`src/rtl/load_store_unit_pkg.sv`:
```
// Shared definitions for the RV32I load/store unit: funct3 encodings,
// FSM state type and the request legality check.
package rv32i_lsu_pkg;

    localparam logic [2:0] F3_B  = 3'b000;
    localparam logic [2:0] F3_H  = 3'b001;
    localparam logic [2:0] F3_W  = 3'b010;
    localparam logic [2:0] F3_BU = 3'b100;
    localparam logic [2:0] F3_HU = 3'b101;

    typedef enum logic [1:0] {
        IDLE = 2'd0,
        REQ  = 2'd1,
        WAIT = 2'd2,
        WB   = 2'd3
    } lsu_state_t;

    // A request is rejected when its funct3 is not a valid load/store
    // encoding or when the byte offset does not match the access size.
    function automatic logic lsu_req_bad(input logic       is_load,
                                         input logic [2:0] funct3,
                                         input logic [1:0] offset);
        logic illegal;
        logic misaligned;
        if (is_load) begin
            illegal = !((funct3 == F3_B)  || (funct3 == F3_H) || (funct3 == F3_W) ||
                        (funct3 == F3_BU) || (funct3 == F3_HU));
        end else begin
            illegal = (funct3 > F3_W);
        end
        case (funct3[1:0])
            2'b01:   misaligned = offset[0];
            2'b10:   misaligned = (offset != 2'b00);
            default: misaligned = 1'b0;
        endcase
        return illegal || misaligned;
    endfunction

endpackage

```
`src/rtl/load_store_unit_load_extend.sv`:
```
// Combinational load data alignment: picks the addressed byte or halfword
// out of the read word and sign- or zero-extends it according to funct3.
module load_extend
    import rv32i_lsu_pkg::*;
(
    input  logic [31:0] rdata,
    input  logic [1:0]  offset,
    input  logic [2:0]  funct3,
    output logic [31:0] result
);

    logic [7:0]  byte_sel;
    logic [15:0] half_sel;

    // Lane selection by byte offset, then extension by access type.
    always_comb begin
        case (offset)
            2'd0:    byte_sel = rdata[7:0];
            2'd1:    byte_sel = rdata[15:8];
            2'd2:    byte_sel = rdata[23:16];
            default: byte_sel = rdata[31:24];
        endcase
        half_sel = offset[1] ? rdata[31:16] : rdata[15:0];
        case (funct3)
            F3_B:    result = {{24{byte_sel[7]}}, byte_sel};
            F3_BU:   result = {24'h000000, byte_sel};
            F3_H:    result = {{16{half_sel[15]}}, half_sel};
            F3_HU:   result = {16'h0000, half_sel};
            default: result = rdata;
        endcase
    end

endmodule

```
`src/rtl/load_store_unit.sv`:
```
// Multi-cycle RV32I load/store unit. One access in flight at a time;
// drives a word-addressed request/grant/response memory port and writes
// load results through a registered single-cycle register-file port.
//
// Handshakes: execute -> unit transfers when req_valid && req_ready at a
// rising edge (req_ready is high only in IDLE). Unit -> memory holds
// mem_req and all mem_* outputs constant until the edge where mem_gnt is
// seen; the read word is taken on the first edge in WAIT with mem_rvalid.
module load_store_unit
    import rv32i_lsu_pkg::*;
#(
    parameter int XLEN   = 32,
    parameter int REG_AW = 5
) (
    input  logic              clk,
    input  logic              rst,
    input  logic              req_valid,
    output logic              req_ready,
    input  logic              req_is_load,
    input  logic [2:0]        req_funct3,
    input  logic [XLEN-1:0]   req_addr,
    input  logic [XLEN-1:0]   req_wdata,
    input  logic [REG_AW-1:0] req_rd,
    output logic              mem_req,
    output logic              mem_we,
    output logic [XLEN-1:0]   mem_addr,
    output logic [3:0]        mem_wstrb,
    output logic [XLEN-1:0]   mem_wdata,
    input  logic              mem_gnt,
    input  logic              mem_rvalid,
    input  logic [XLEN-1:0]   mem_rdata,
    output logic              rf_we,
    output logic [REG_AW-1:0] rf_wr_addr,
    output logic [XLEN-1:0]   rf_wr_din,
    output logic              busy,
    output logic              misalign_err
);

    lsu_state_t        state;
    lsu_state_t        state_d;
    logic              is_load_q;
    logic [2:0]        funct3_q;
    logic [1:0]        offset_q;
    logic [REG_AW-1:0] rd_q;

    logic              accept;
    logic              req_bad;
    logic              start;
    logic [3:0]        wstrb_d;
    logic [XLEN-1:0]   wdata_d;
    logic [XLEN-1:0]   load_result;

    assign accept    = (state == IDLE) && req_valid;
    assign req_bad   = lsu_req_bad(req_is_load, req_funct3, req_addr[1:0]);
    assign start     = accept && !req_bad;
    assign req_ready = (state == IDLE);
    assign busy      = (state != IDLE);

    load_extend u_load_extend (
        .rdata  (mem_rdata),
        .offset (offset_q),
        .funct3 (funct3_q),
        .result (load_result)
    );

    // FSM state register; reset abandons any in-flight access.
    always_ff @(posedge clk or negedge rst) begin
        if (!rst) state <= IDLE;
        else      state <= state_d;
    end

    // Next-state logic: stores finish on grant, loads wait for read data.
    always_comb begin
        state_d = state;
        case (state)
            IDLE:    if (start) state_d = REQ;
            REQ:     if (mem_gnt) state_d = is_load_q ? WAIT : IDLE;
            WAIT:    if (mem_rvalid) state_d = WB;
            WB:      state_d = IDLE;
            default: state_d = IDLE;
        endcase
    end

    // Store lane steering from the incoming request; loads write no bytes.
    always_comb begin
        wstrb_d = 4'b0000;
        wdata_d = req_wdata;
        if (!req_is_load) begin
            case (req_funct3)
                F3_B: begin
                    wstrb_d = 4'b0001 << req_addr[1:0];
                    wdata_d = {4{req_wdata[7:0]}};
                end
                F3_H: begin
                    wstrb_d = req_addr[1] ? 4'b1100 : 4'b0011;
                    wdata_d = {2{req_wdata[15:0]}};
                end
                default: wstrb_d = 4'b1111;
            endcase
        end
    end

    // Registered request capture, memory outputs and register-file port.
    always_ff @(posedge clk or negedge rst) begin
        if (!rst) begin
            is_load_q    <= 1'b0;
            funct3_q     <= 3'b000;
            offset_q     <= 2'b00;
            rd_q         <= '0;
            mem_req      <= 1'b0;
            mem_we       <= 1'b0;
            mem_addr     <= '0;
            mem_wstrb    <= 4'b0000;
            mem_wdata    <= '0;
            rf_we        <= 1'b0;
            rf_wr_addr   <= '0;
            rf_wr_din    <= '0;
            misalign_err <= 1'b0;
        end else begin
            misalign_err <= accept && req_bad;
            if (start) begin
                is_load_q <= req_is_load;
                funct3_q  <= req_funct3;
                offset_q  <= req_addr[1:0];
                rd_q      <= req_rd;
                mem_req   <= 1'b1;
                mem_we    <= !req_is_load;
                mem_addr  <= {req_addr[XLEN-1:2], 2'b00};
                mem_wstrb <= wstrb_d;
                mem_wdata <= wdata_d;
            end else if ((state == REQ) && mem_gnt) begin
                mem_req <= 1'b0;
            end
            rf_we <= 1'b0;
            if ((state == WAIT) && mem_rvalid) begin
                rf_we      <= (rd_q != '0);
                rf_wr_addr <= rd_q;
                rf_wr_din  <= load_result;
            end
        end
    end

endmodule
```
`config.mk`:
```
export PLATFORM = sky130hd
export DESIGN_NAME = load_store_unit
export DESIGN_NICKNAME = d
export VERILOG_FILES = /design/src/rtl/load_store_unit_pkg.sv /design/src/rtl/load_store_unit_load_extend.sv /design/src/rtl/load_store_unit.sv
export SDC_FILE = /design/constraint.sdc
export NUM_CORES = 1
export LEC_CHECK = 0
export CAP_MARGIN = 20
export CORE_UTILIZATION = 31
export CTS_CLUSTER_DIAMETER = 100
export CTS_CLUSTER_SIZE = 8
export DETAILED_ROUTE_END_ITERATION = 6
export HOLD_SLACK_MARGIN = 0.06
export PLACE_DENSITY_LB_ADDON = 0.05
export RECOVER_POWER = 100
export REMOVE_ABC_BUFFERS = 1
export SYNTH_ARGS = -nofsm -noshare
export SYNTH_HDL_FRONTEND = slang
export SYNTH_HIERARCHICAL = 1
export SYNTH_SLANG_ARGS = --single-unit
```
`constraint.sdc`:
```
create_clock -name clk -period 1.6 [get_ports clk]
set_input_delay 0.16 -clock clk [delete_from_list [all_inputs] [get_ports clk]]
set_output_delay 0.16 -clock clk [all_outputs]
set_load 0.05 [all_outputs]
```
==> run_results.csv <==
group,metric,value,unit
run_status,status,"finished, violations left",
run_status,violations,"negative setup slack",
setup_path,crit_path_end_kind,"flip-flop",
pwr,pwr-share-clk,0.168,
synth,async_reset_ff_frac,1.00,
detailed_routing,first_iter_violations,239,
place,place_congestion,0.862,
pwr,peakVddDrop,0.000937,V
setup_path,cp_max_fo,7,
detailed_routing,drcViolationCount,0,
floorplan,dieHeight,144,um
detailed_routing,firstDrtPassIters,4,
floorplan,ios,221,
timing,slew_viol_final,0,
floorplan,design.core.area,19600,sq um
clocking,numCtsBuffers,17,
finish,finalNonFillerCells,1070,
finish,final_layout_size_suffix_gt1_frac,0.448,
finish,fin_nets,905,
synth,synth_cell_types,44,
detailed_routing,num_vias,5046,
pwr,power_leakage,0.00479,uW
clocking,clk_transition_reported_paths,0.06,ns
pwr,power.share.sequential,0.234,
synth,syn_inst,499,
detailed_routing,ant_nets,0,
setup_path,path_cells,"nor2_2 > nand2_2 > or4_4 > buf_4 > buf_12 > mux2_4",
synth,ys_seq_area_frac,0.483,
synth,yosysWarnings,6,
timing,finalCritPeriodShare,1.23,
pwr,finalPower,23600,uW
clocking,htree_levels,4,
place,dp_hpwl,12.9,mm
finish,antenna_cells,0,
timing,whs,0.252,ns
timing,slew_headroom,0.360,
place,port_buffers,218,
grt,grt_pass1_wl,28.1,mm
timing,rsz0062_at_grt,"yes",
setup_path,slowest_delay,0.61,ns
timing,setup_viol_count_final,111,
clocking,clkSinkCount,120,
synth,syn_area,6220,sq um
floorplan,dieArea,20600,sq um
setup_path,critPathRequiredTime,1.90,ns
timing,max_freq,0.510,GHz
timing,period_needed,1.96,ns
job,maxCapViolations,0,
pwr,swShare,0.471,
timing,finalClockSkew,0.00755,ns
detailed_routing,wl_per_cell,17.5,um
timing,hold_viol,0,
timing,setup_slack,-0.362,ns
setup_path,critPathArrivalTime,2.26,ns
grt,grtUsageTotal,0.182,
synth,synthFlopType,"dfrtp_1",
detailed_routing,drt_wl_total,18.7,mm
grt,antenna_found_initial,0,
timing,tns,-27.36,ns
place,dp.cells,1021,
timing,worst_pin_slew,0.959,ns
floorplan,die_w,144,um
setup_path,crit_type,"flip-flop to flip-flop",
synth,synth_seq_cells,120,
grt,grt_overflow,0,
grt,grt_pass1_vias,5110,
pwr,p_int,12500,uW
setup_path,critPathLaunchType,"flip-flop",
floorplan,fp-row-count,51,
detailed_routing,via_per_inst,4.72,
floorplan,start_util,0.317,
finish,syn2layout_area_growth,56.6,%
finish,utilization,0.497,
pwr,p_sw,11100,uW
clocking,clk-insertion-delay-late,0.41,ns
clocking,cts_tree,"built",
synth,syn_area_per_cell,12.5,sq um
clocking,cts_root_buffer,"clkbuf_16",
hold_path,hold_path_class,"input port to flip-flop",
clocking,cts_buffer_depth,2,
pwr,power_density,2430,nW/um^2
synth,synth_edf_count,0,
setup_path,slowest_stage,"or4_4",
pwr,p_comb_frac,0.598,
grt,grt_max_degree,68,
state kept, by name (all words and copies together) (netlist names), 2 cells and up, named ones only:
| name | count |
|---|---|
| rf_wr_din | 32 |
| offset_q | 2 |
| mem_addr | 30 |
| mem_wstrb | 4 |
| mem_wdata | 32 |
| rf_wr_addr | 5 |
| funct3_q | 3 |
| rd_q | 5 |
cell families (layout without fill, tap and decap cells):
family                     after synthesis  count (layout)  share of synthesized area
muxes                                  126             126                      0.279
DFF                                    120             120                      0.483
and+or+nand+nor                         91              91                     0.0664
AOI/OAI and AO/OA                       87              87                      0.100
buffers and inverters                   71             376                     0.0644
adders and majority gates                3               3                    0.00604
other                                    1               2                   0.000603
final timing paths:
path	from	endpoint	slack, ns	cells past startpoint
max in group asynchronous	rst	mem_wdata[8]	0.40	3
hold / removal	req_funct3[0]	funct3_q[0]	0.25	3
setup reg to reg	flip-flop	mem_addr[28]	-0.36	6
setup / recovery	flip-flop	mem_addr[28]	-0.36	6
hold reg to reg	mem_req	mem_req	0.48	2
min in group asynchronous	rst	rf_wr_din[8]	0.48	3
cell usage after synthesis (all sizes together), types with 2 or more instances:
cell type	count	area, sq um
a311oi	7	61.3
mux2i	19	190
a221o	8	80.1
mux4	7	184
or2	2	12.5
a21oi	19	95.1
ha	3	37.5
nand2	27	101
o22ai	16	100
o21ai	20	100
buf	27	235
o221ai	7	86.3
nor2b	12	75.1
nor3	4	20.0
a221oi	2	17.5
nand3	9	45.0
dfrtp	120	3000
clkbuf	11	41.3
nor2	32	123
inv	32	120
o2bb2ai	2	17.5
mux2	100	1360
through the flow:
step	area (sq um)	setup WS [ns]
finish	9730	-0.362
global route	9730	-0.417
CTS	9890	-0.400
detailed placement	8880	-0.894
global placement	8880	-0.849
floorplan	5940	-2.68
timing repair:
action,4_1_cts,5_1_grt
hold endpoints to repair,120,0
resized for setup,62,41
hold buffers,1,0
pin swaps,9,14
gates cloned,4,0
setup endpoints to repair,111,111
buffers inserted,7,8
final cells by class:
type	instances	area [sq um]
fillers	1831	9860
multi-input cells	309	3120
flip-flops and latches	120	3000
repair buffers	311	2540
clock buffers	18	439
well taps	265	332
clock inverters	14	174
inverters	33	124
worst max-delay path, delay by kind of cell, from the launching register on:
family	cells	cell delay, ns
flip-flops	1	0.39
buffers and inverters	2	0.32
AND/OR/NAND/NOR	3	0.84
multiplexers	1	0.29
placed cells by master (no fill, tap or decap), types with 4 or more instances in the layout:
cell type | Yosys | final
clkbuf_1 | 11 | 25
a311oi_1 | 7 | 4
clkinv_4 | 0 | 4
buf_4 | 3 | 65
o21ai_0 | 20 | 20
clkbuf_4 | 0 | 4
nand2_1 | 27 | 26
nand3_1 | 9 | 8
mux2i_1 | 19 | 19
mux2_4 | 63 | 91
clkbuf_2 | 0 | 82
nor2_2 | 1 | 6
clkbuf_16 | 0 | 17
a21oi_1 | 19 | 11
o22ai_2 | 0 | 5
o221ai_2 | 4 | 7
clkdlybuf4s50_1 | 0 | 106
a221o_1 | 8 | 8
nor2b_1 | 12 | 12
buf_12 | 0 | 12
inv_1 | 30 | 29
buf_6 | 15 | 11
mux2_2 | 10 | 8
mux4_2 | 0 | 7
dfrtp_1 | 120 | 119
a21oi_2 | 0 | 7
o22ai_1 | 16 | 8
clkinvlp_4 | 0 | 4
nor2_1 | 31 | 26
power by group through the flow:
stage                     Clock, uW  Combinational (uW)  Sequential (uW)
final                          3970               14100             5530
after global routing           4220               14800             5730
after CTS                      4080               14800             5580
after detailed placement          0               13400             5560
after global placement            0               13300             5560
after floorplan                   0                4020            10300
layer usage:
layer	global-route usage	wire (um)	part of all wire	vias to the layer above
met5	0	0	0	-
met4	0.0577	251	0.013	0
met3	0.0646	1370	0.073	18
met2	0.287	9110	0.49	167
met1	0.232	7990	0.43	2492
li1	-	-	-	2369
Power figures use the tool's default switching activity.
